===== config.mk =====
export PLATFORM = sky130hd
export DESIGN_NAME = gf_sq_scl_4
export DESIGN_NICKNAME = d
export VERILOG_FILES = /design/src/rtl/aes_types.sv /design/src/rtl/gf_sq_scl_4_core.sv /design/src/rtl/gf_sq_scl_4.sv
export SDC_FILE = /design/constraint.sdc
export NUM_CORES = 1
export LEC_CHECK = 0
export ABC_AREA = 1
export ABC_CLOCK_PERIOD_IN_PS = 940
export BUFFER_PORTS_ARGS = -buffer_cell sky130_fd_sc_hd__buf_2
export CELL_PAD_IN_SITES_DETAIL_PLACEMENT = 0
export CELL_PAD_IN_SITES_GLOBAL_PLACEMENT = 1
export CORE_AREA = 2 2 39 41
export DETAILED_ROUTE_END_ITERATION = 10
export DIE_AREA = 0 0 41 43
export PLACE_DENSITY_LB_ADDON = 0.1
export SLEW_MARGIN = 25
export SYNTH_ARGS = -nofsm -noshare
export SYNTH_HDL_FRONTEND = slang
export SYNTH_SLANG_ARGS = --single-unit

===== constraint.sdc =====
create_clock -name clk -period 0.94 [get_ports clk]
set_clock_uncertainty 0.1 [all_clocks]
set_input_delay 0.047 -clock clk [delete_from_list [all_inputs] [get_ports clk]]
set_output_delay 0.047 -clock clk [all_outputs]
set_load 0.05 [all_outputs]

===== src/rtl/aes_types.sv =====
// Shared tower-field types and helpers for the composite-field AES S-box.
// GF(2^4) is built as GF((2^2)^2); the helpers here are reused by the other
// tower-field blocks (multipliers, inverters, scalers).
package aes_types;

  localparam int GF2_W = 2;
  localparam int GF4_W = 4;

  // Squaring in GF(2^2) with a normal basis is a plain swap of the two bits.
  function automatic logic [GF2_W-1:0] gf_sq_2(input logic [GF2_W-1:0] p);
    return {p[0], p[1]};
  endfunction

  // Scaling by w in GF(2^2), normal basis.
  function automatic logic [GF2_W-1:0] gf_sclw2_2(input logic [GF2_W-1:0] p);
    return {p[0], p[1] ^ p[0]};
  endfunction

endpackage


===== src/rtl/gf_sq_scl_4_core.sv =====
// Combinational Q = nu * x^2 over GF(2^4). XOR-only linear map.
module gf_sq_scl_4_core
  import aes_types::*;
(
  input  logic [GF4_W-1:0] data_in,
  output logic [GF4_W-1:0] data_out
);

  logic [GF2_W-1:0] a;
  logic [GF2_W-1:0] b;

  assign a = data_in[GF4_W-1:GF2_W];
  assign b = data_in[GF2_W-1:0];

  // High half: (a+b)^2; low half: w * b^2.
  assign data_out = {gf_sq_2(a ^ b), gf_sclw2_2(gf_sq_2(b))};

endmodule


===== src/rtl/gf_sq_scl_4.sv =====
// Square-and-scale block for the GF(2^4) inverter, with an optional output
// register stage and valid tracking for use in a pipelined S-box.
module gf_sq_scl_4
  import aes_types::*;
#(
  parameter bit OUT_REG = 1'b1
) (
  input  logic             clk,
  input  logic             rst,
  input  logic             in_valid,
  input  logic [GF4_W-1:0] data_in,
  output logic             out_valid,
  output logic [GF4_W-1:0] data_out
);

  logic [GF4_W-1:0] f_x;

  gf_sq_scl_4_core u_core (
    .data_in  (data_in),
    .data_out (f_x)
  );

  if (OUT_REG) begin : g_reg
    logic             valid_q;
    logic [GF4_W-1:0] data_q;

    // One-cycle register stage; data holds when no new sample arrives.
    always_ff @(posedge clk) begin
      if (rst) begin
        valid_q <= 1'b0;
        data_q  <= '0;
      end else begin
        valid_q <= in_valid;
        if (in_valid) data_q <= f_x;
      end
    end

    assign out_valid = valid_q;
    assign data_out  = data_q;
  end else begin : g_comb
    // Pass-through: clk and rst are intentionally unused in this variant.
    assign out_valid = in_valid;
    assign data_out  = f_x;
  end

endmodule


==> results of run 1 <==
==> cell type report <==
type	count	area (µm²)	share of cell area
inverters	8	30.0	0.0833
well taps	16	20.0	0.0556
clock buffers	4	26.3	0.0729
multi-input cells	22	87.6	0.243
repair buffers	13	91.3	0.253
flip-flops and latches	5	105	0.292
==> per-stage QoR <==
step | worst slack [ps] | power (µW)
6_report | 48.0 | 620
5_1_grt | 8.60 | 674
4_1_cts | 23.4 | 640
3_5_place_dp | 218 | 361
3_3_place_gp | 228 | 359
2_1_floorplan | 85.0 | 328
==> cells in the mapped netlist <==
cell,instances,area share
nand2_1,11,0.18
nand3_1,3,0.066
a21oi_1,1,0.022
buf_6,1,0.049
nor2_1,7,0.11
inv_1,7,0.11
dfxtp_1,5,0.44
inv_2,1,0.016
==> registers in the layout, indices dropped and copies added, names as in the netlist <==
register,count
data_out,4
out_valid,1
==> cell families after synthesis <==
family,Yosys count,synth area share
and+or+nand+nor,21,0.361
buffers and inverters,9,0.180
DFF,5,0.437
AOI/OAI and AO/OA,1,0.0218
==> per-layer routing <==
layer / part of all wire / vias to the layer above
met5: 0 / -
met4: 0 / 0
met3: 0.078 / 0
met2: 0.49 / 5
met1: 0.43 / 105
li1: - / 134
==> what timing repair did <==
item | in CTS | in global routing
gates resized for setup | 5 | 1
endpoints found under the setup margin | 5 | 2
hold buffers | 3 | 0
endpoints found under the hold margin | 2 | 0
==> power breakdown <==
group / switching [µW] / internal [µW]
Sequential: 7.09 / 229
Clock: 85.6 / 160
Combinational: 87.8 / 49.4
Total: 181 / 439
==> path summary, 6_finish.rpt <==
kind,endpoint,cells after the start
hold / removal,out_valid$_SDFF_PP0_,3
setup reg to reg,data_out[3]$_SDFFE_PP0P_,4
setup / recovery,data_out[2],1
hold reg to reg,data_out[1]$_SDFFE_PP0P_,2
==> reports/summary.txt, run 1 <==
Ant diodes -> 0
CP Class -> flop to output port
Peak Freq -> 1120 MHz
Crit-path cells -> buf_4
Mapped Nets -> 43
Worst hold margin -> -0.823 ps
Die height -> 43 µm
CTS tree -> done
Clk_lat worst skew -> 240 ps
Hold Path Class -> primary input to flop
First-pass GRT wire length -> 972 µm
Post-CTS Setup Bufs -> 0
Hold Crit Start -> in_valid
Seq/Total Area, Yosys -> 0.437
Post-synth cell types -> 8
Leak -> 0.000209 µW
DP Area -> 298 µm²
Setup slack, reg-to-reg -> 200 ps
Setup Viol. Count Final -> 0
Largest net degree at the start of global routing -> 9
Critical Path Max Stage Delay -> 320 ps
Grt met1 use -> 0.119
Routed WL per cell -> 7.94 µm
Via density per instance -> 3.59
DP Wirelength -> 418 µm
Mapped Cells -> 36
Met2 usage -> 0.0969
Share of cells above drive strength 1 -> 0.365
CP Launch Type -> flop
Crit-path slowest cell -> dfxtp_2
WP data required -> 790 ps
Initial antenna violation count -> 0
Pwr dens -> 1720 nW/µm²
Number of global-route vias before repair -> 225
Mean Syn Cell Area -> 6.36 µm²
Worst-case clock buffer depth -> 2
YS warnings -> 0
Port Buffers -> 11
CP arrival -> 750 ps
CTS Buf Count -> 3
Global route hottest layer -> met1
Cell family with most CP delay -> flip-flops
GRT met3 Usage -> 0.0157
Failing checks -> negative hold slack
Pins Over Slew Limit -> 0
Nets -> 60
I/O pins -> 12
Worst-path fanout max -> 2
Fin util -> 0.260
Filler cells -> 167
Max VDD drop -> 0.615 mV
Buffers and inverters on the worst path -> 1
Worst-margin pin slew -> 147 ps
GRT Util Overall -> 0.0832
Commonest cells after routing, fill and taps aside -> nand2_1 (11), inv_1 (7), nor2_1 (7)
Post-Syn Area -> 229 µm²
DRC -> 0
Clock-pin slew on the worst setup and hold paths -> 40 ps
1st-iter DRT viols -> 4
Placed Cells -> 62
Die width -> 41 µm
Placer Congestion -> 0.607
H-tree level count -> 1
Clk root buf -> clkbuf_4
Core area -> 1380 µm²
P&R area growth vs syn -> 57.4%
Final period util -> 0.949
Vias -> 244
Critical path launch point -> data_out[2]$_SDFFE_PP0P_
RSZ-0062 raised after global routing -> no
Std-Cell Rows -> 14
Finished Layout Cells -> 68
CTS sink count -> 5
Max cap viols -> 0
Antenna-violating nets left -> 0
Die Area -> 1760 µm²
GRT overflow -> 0
Routed WL -> 540 µm
First-pass DRT Iterations -> 4
Flop and latch count out of synthesis -> 5
Setup TNS -> 0 ps
Final hold vios -> 1
Worst r2r src -> data_out[3]$_SDFFE_PP0P_
Crit path time final -> 892 ps
Post-Layout Inst Area -> 360 µm²
Relative max-transition margin -> 0.902
CP Capture Type -> output port
Starting Density -> 0.165
Outcome -> complete, but fails checks
Commonest non-fill, non-tap cell in the layout -> nand2_1
Note: power is estimated with default switching activity, not from simulation.
==> inputs of run 2 (changes only) <==
--- a/constraint.sdc
+++ b/constraint.sdc
@@ -4,2 +4,2 @@
 set_output_delay 0.047 -clock clk [all_outputs]
-set_load 0.05 [all_outputs]
+set_load 0.1 [all_outputs]
==> reports/summary.txt, run 2 (same netlist as run 1, synthesis figures left out) <==
Peak Freq -> 1100 MHz (-2.0%)
Largest register FFs -> 4 (unchanged)
Outcome -> complete, but fails checks
Ant diodes -> 0 (unchanged)
Placer Congestion -> 0.638 (+5.1%)
GRT overflow -> 0 (unchanged)
Commonest cells after routing, fill and taps aside -> nand2_1 (11), inv_1 (7), nor2_1 (7)
P_sw -> 244 µW (+35%)
Final hold vios -> 1 (unchanged)
Largest net degree at the start of global routing -> 9 (unchanged)
CP Class -> flop to output port
GRT Util Overall -> 0.0814 (-0.00184)
Total power -> 712 µW (+15%)
Crit-path cells -> buf_12
Failing checks -> negative hold slack
Cell family with most CP delay -> flip-flops
Worst-case clock buffer depth -> 2 (unchanged)
Internal power -> 469 µW (+6.7%)
CP Capture Type -> output port
Core area -> 1380 µm² (unchanged)
Die Area -> 1760 µm² (unchanged)
Clock-pin slew on the worst setup and hold paths -> 50 ps (about the same)
Share of cells above drive strength 1 -> 0.385 (+0.0192)
Combinational cell fraction of total power -> 0.311 (+0.089)
Worst hold margin -> -6.07 ps (-5.25 ps)
First-pass GRT wire length -> 924 µm (-4.9%)
Final period util -> 0.968 (+0.0190)
Crit-path slowest cell -> dfxtp_4
Finished Layout Cells -> 68 (unchanged)
Clk root buf -> clkbuf_4
1st-iter DRT viols -> 6 (+2)
CP arrival -> 760 ps (about the same)
Vias -> 253 (+3.7%)
Placed Cells -> 62 (unchanged)
Via density per instance -> 3.72 (+3.7%)
Buffers and inverters on the worst path -> 1 (unchanged)
Post-Layout Inst Area -> 428 µm² (+19%)
Worst-case reg-to-reg path depth -> 4 (unchanged)
Clock share of power -> 0.353 (-0.044)
WP data required -> 790 ps (about the same)
Max cap viols -> 0 (unchanged)
CTS resizes -> 0 (-5)
Register Area -> 114 µm² (+8.3%)
Pwr dens -> 1660 nW/µm² (-3.2%)
CP Launch Type -> flop
CP Depth -> 1 (unchanged)
Routed WL -> 529 µm (-2.0%)
Hold depth -> 3 (unchanged)
CTS Buf Count -> 3 (unchanged)
Relative max-transition margin -> 0.897 (-0.00423)
Number of global-route vias before repair -> 238 (+5.8%)
Worst-margin pin slew -> 154 ps (+6.34 ps)
P&R area growth vs syn -> 86.9%
Worst-path fanout max -> 2 (unchanged)
Crit path time final -> 910 ps (+17.9 ps)
First-pass DRT Iterations -> 3 (-1)
CTS tree -> done
DP Wirelength -> 405 µm (-3.1%)
Filler cells -> 154 (-7.8%)
Nets -> 60 (unchanged)
Setup Viol. Count Final -> 0 (unchanged)
Antenna-violating nets left -> 0 (unchanged)
Pins Over Slew Limit -> 0 (unchanged)
Fin util -> 0.309 (+0.0488)
Post-CTS Setup Bufs -> 0 (unchanged)
Die width -> 41 µm (unchanged)
Sw frac -> 0.342 (+0.0506)
Critical Path Max Stage Delay -> 350 ps (+30 ps)
Seq pwr share -> 0.336 (-0.046)
Std-Cell Rows -> 14 (unchanged)
Multi-input gate area -> 87.6 µm² (unchanged)
Commonest non-fill, non-tap cell in the layout -> nand2_1
Initial antenna violation count -> 0 (unchanged)
CTS sink count -> 5 (unchanged)
Leak -> 0.000227 µW (+8.4%)
Starting Density -> 0.165 (unchanged)
Max VDD drop -> 0.506 mV (-18%)
Port Buffers -> 11 (unchanged)
Die height -> 43 µm (unchanged)
H-tree level count -> 1 (unchanged)
I/O pins -> 12 (unchanged)
Routed WL per cell -> 7.78 µm (-2.0%)
Clk_lat worst skew -> 240 ps (about the same)
DRC -> 0 (unchanged)
DP Area -> 382 µm² (+28%)
RSZ-0062 raised after global routing -> yes
Hold Path Class -> primary input to flop
[run 2: cell counts in the layout (fill, tap and decap cells not counted)]
Identical to the previous run, type by type.
[run 2: worst reg2reg max path, cell delays in order (launching register included)]
cell and delay [ps]:
dfxtp_4 340, nor2_1 80, nor2_1 50, nand2_1 60
inv_1 30
[run 2: final cells by class]
class | instances | share of cell area
multi-input combinational | 22 | 0.205
tap | 16 | 0.0468
timing repair buffer | 13 | 0.351
inverter | 8 | 0.0702
clock buffer | 4 | 0.0614
sequential | 5 | 0.266
[run 2: per-layer routing]
metal	global-route usage	part of all wire	vias to the layer above
met5	0	0	-
met3	0.0366	0.085	0
met1	0.100	0.42	110
met4	0.0800	0	0
met2	0.0969	0.49	7
li1	-	-	136
[run 2: power groups by stage]
stage | logic (µW) | clock network [µW] | registers (µW)
floorplan | 39.6 | 0 | 337
global placement | 216 | 0 | 243
detailed placement | 217 | 0 | 244
CTS | 227 | 270 | 240
global route | 236 | 289 | 240
finish | 222 | 251 | 240
[run 2: metrics by stage]
stage                     TNS (ps)  hold slack (ps)  setup WS, ps
after floorplan               -106             6.36          -106
after CTS                        0             3.47          14.3
final                            0            -6.07          30.1
after global routing         -3.87             7.61         -3.87
after global placement           0              176           197
after detailed placement         0              176           176
[run 2: worst paths after layout]
| kind | endpoint | from | slack, ps |
|---|---|---|---|
| max | data_out[3] | data_out[3]$_SDFFE_PP0P_ | 30 |
| min | out_valid$_SDFF_PP0_ | in_valid | -6 |
| max reg2reg | data_out[2]$_SDFFE_PP0P_ | data_out[2]$_SDFFE_PP0P_ | 170 |
| min reg2reg | data_out[1]$_SDFFE_PP0P_ | data_out[1]$_SDFFE_PP0P_ | 400 |
[run 2: timing repair]
item                                    CTS  global route
endpoints found under the setup margin    0             2
hold buffers                              3             0
hold endpoints to repair                  4             0
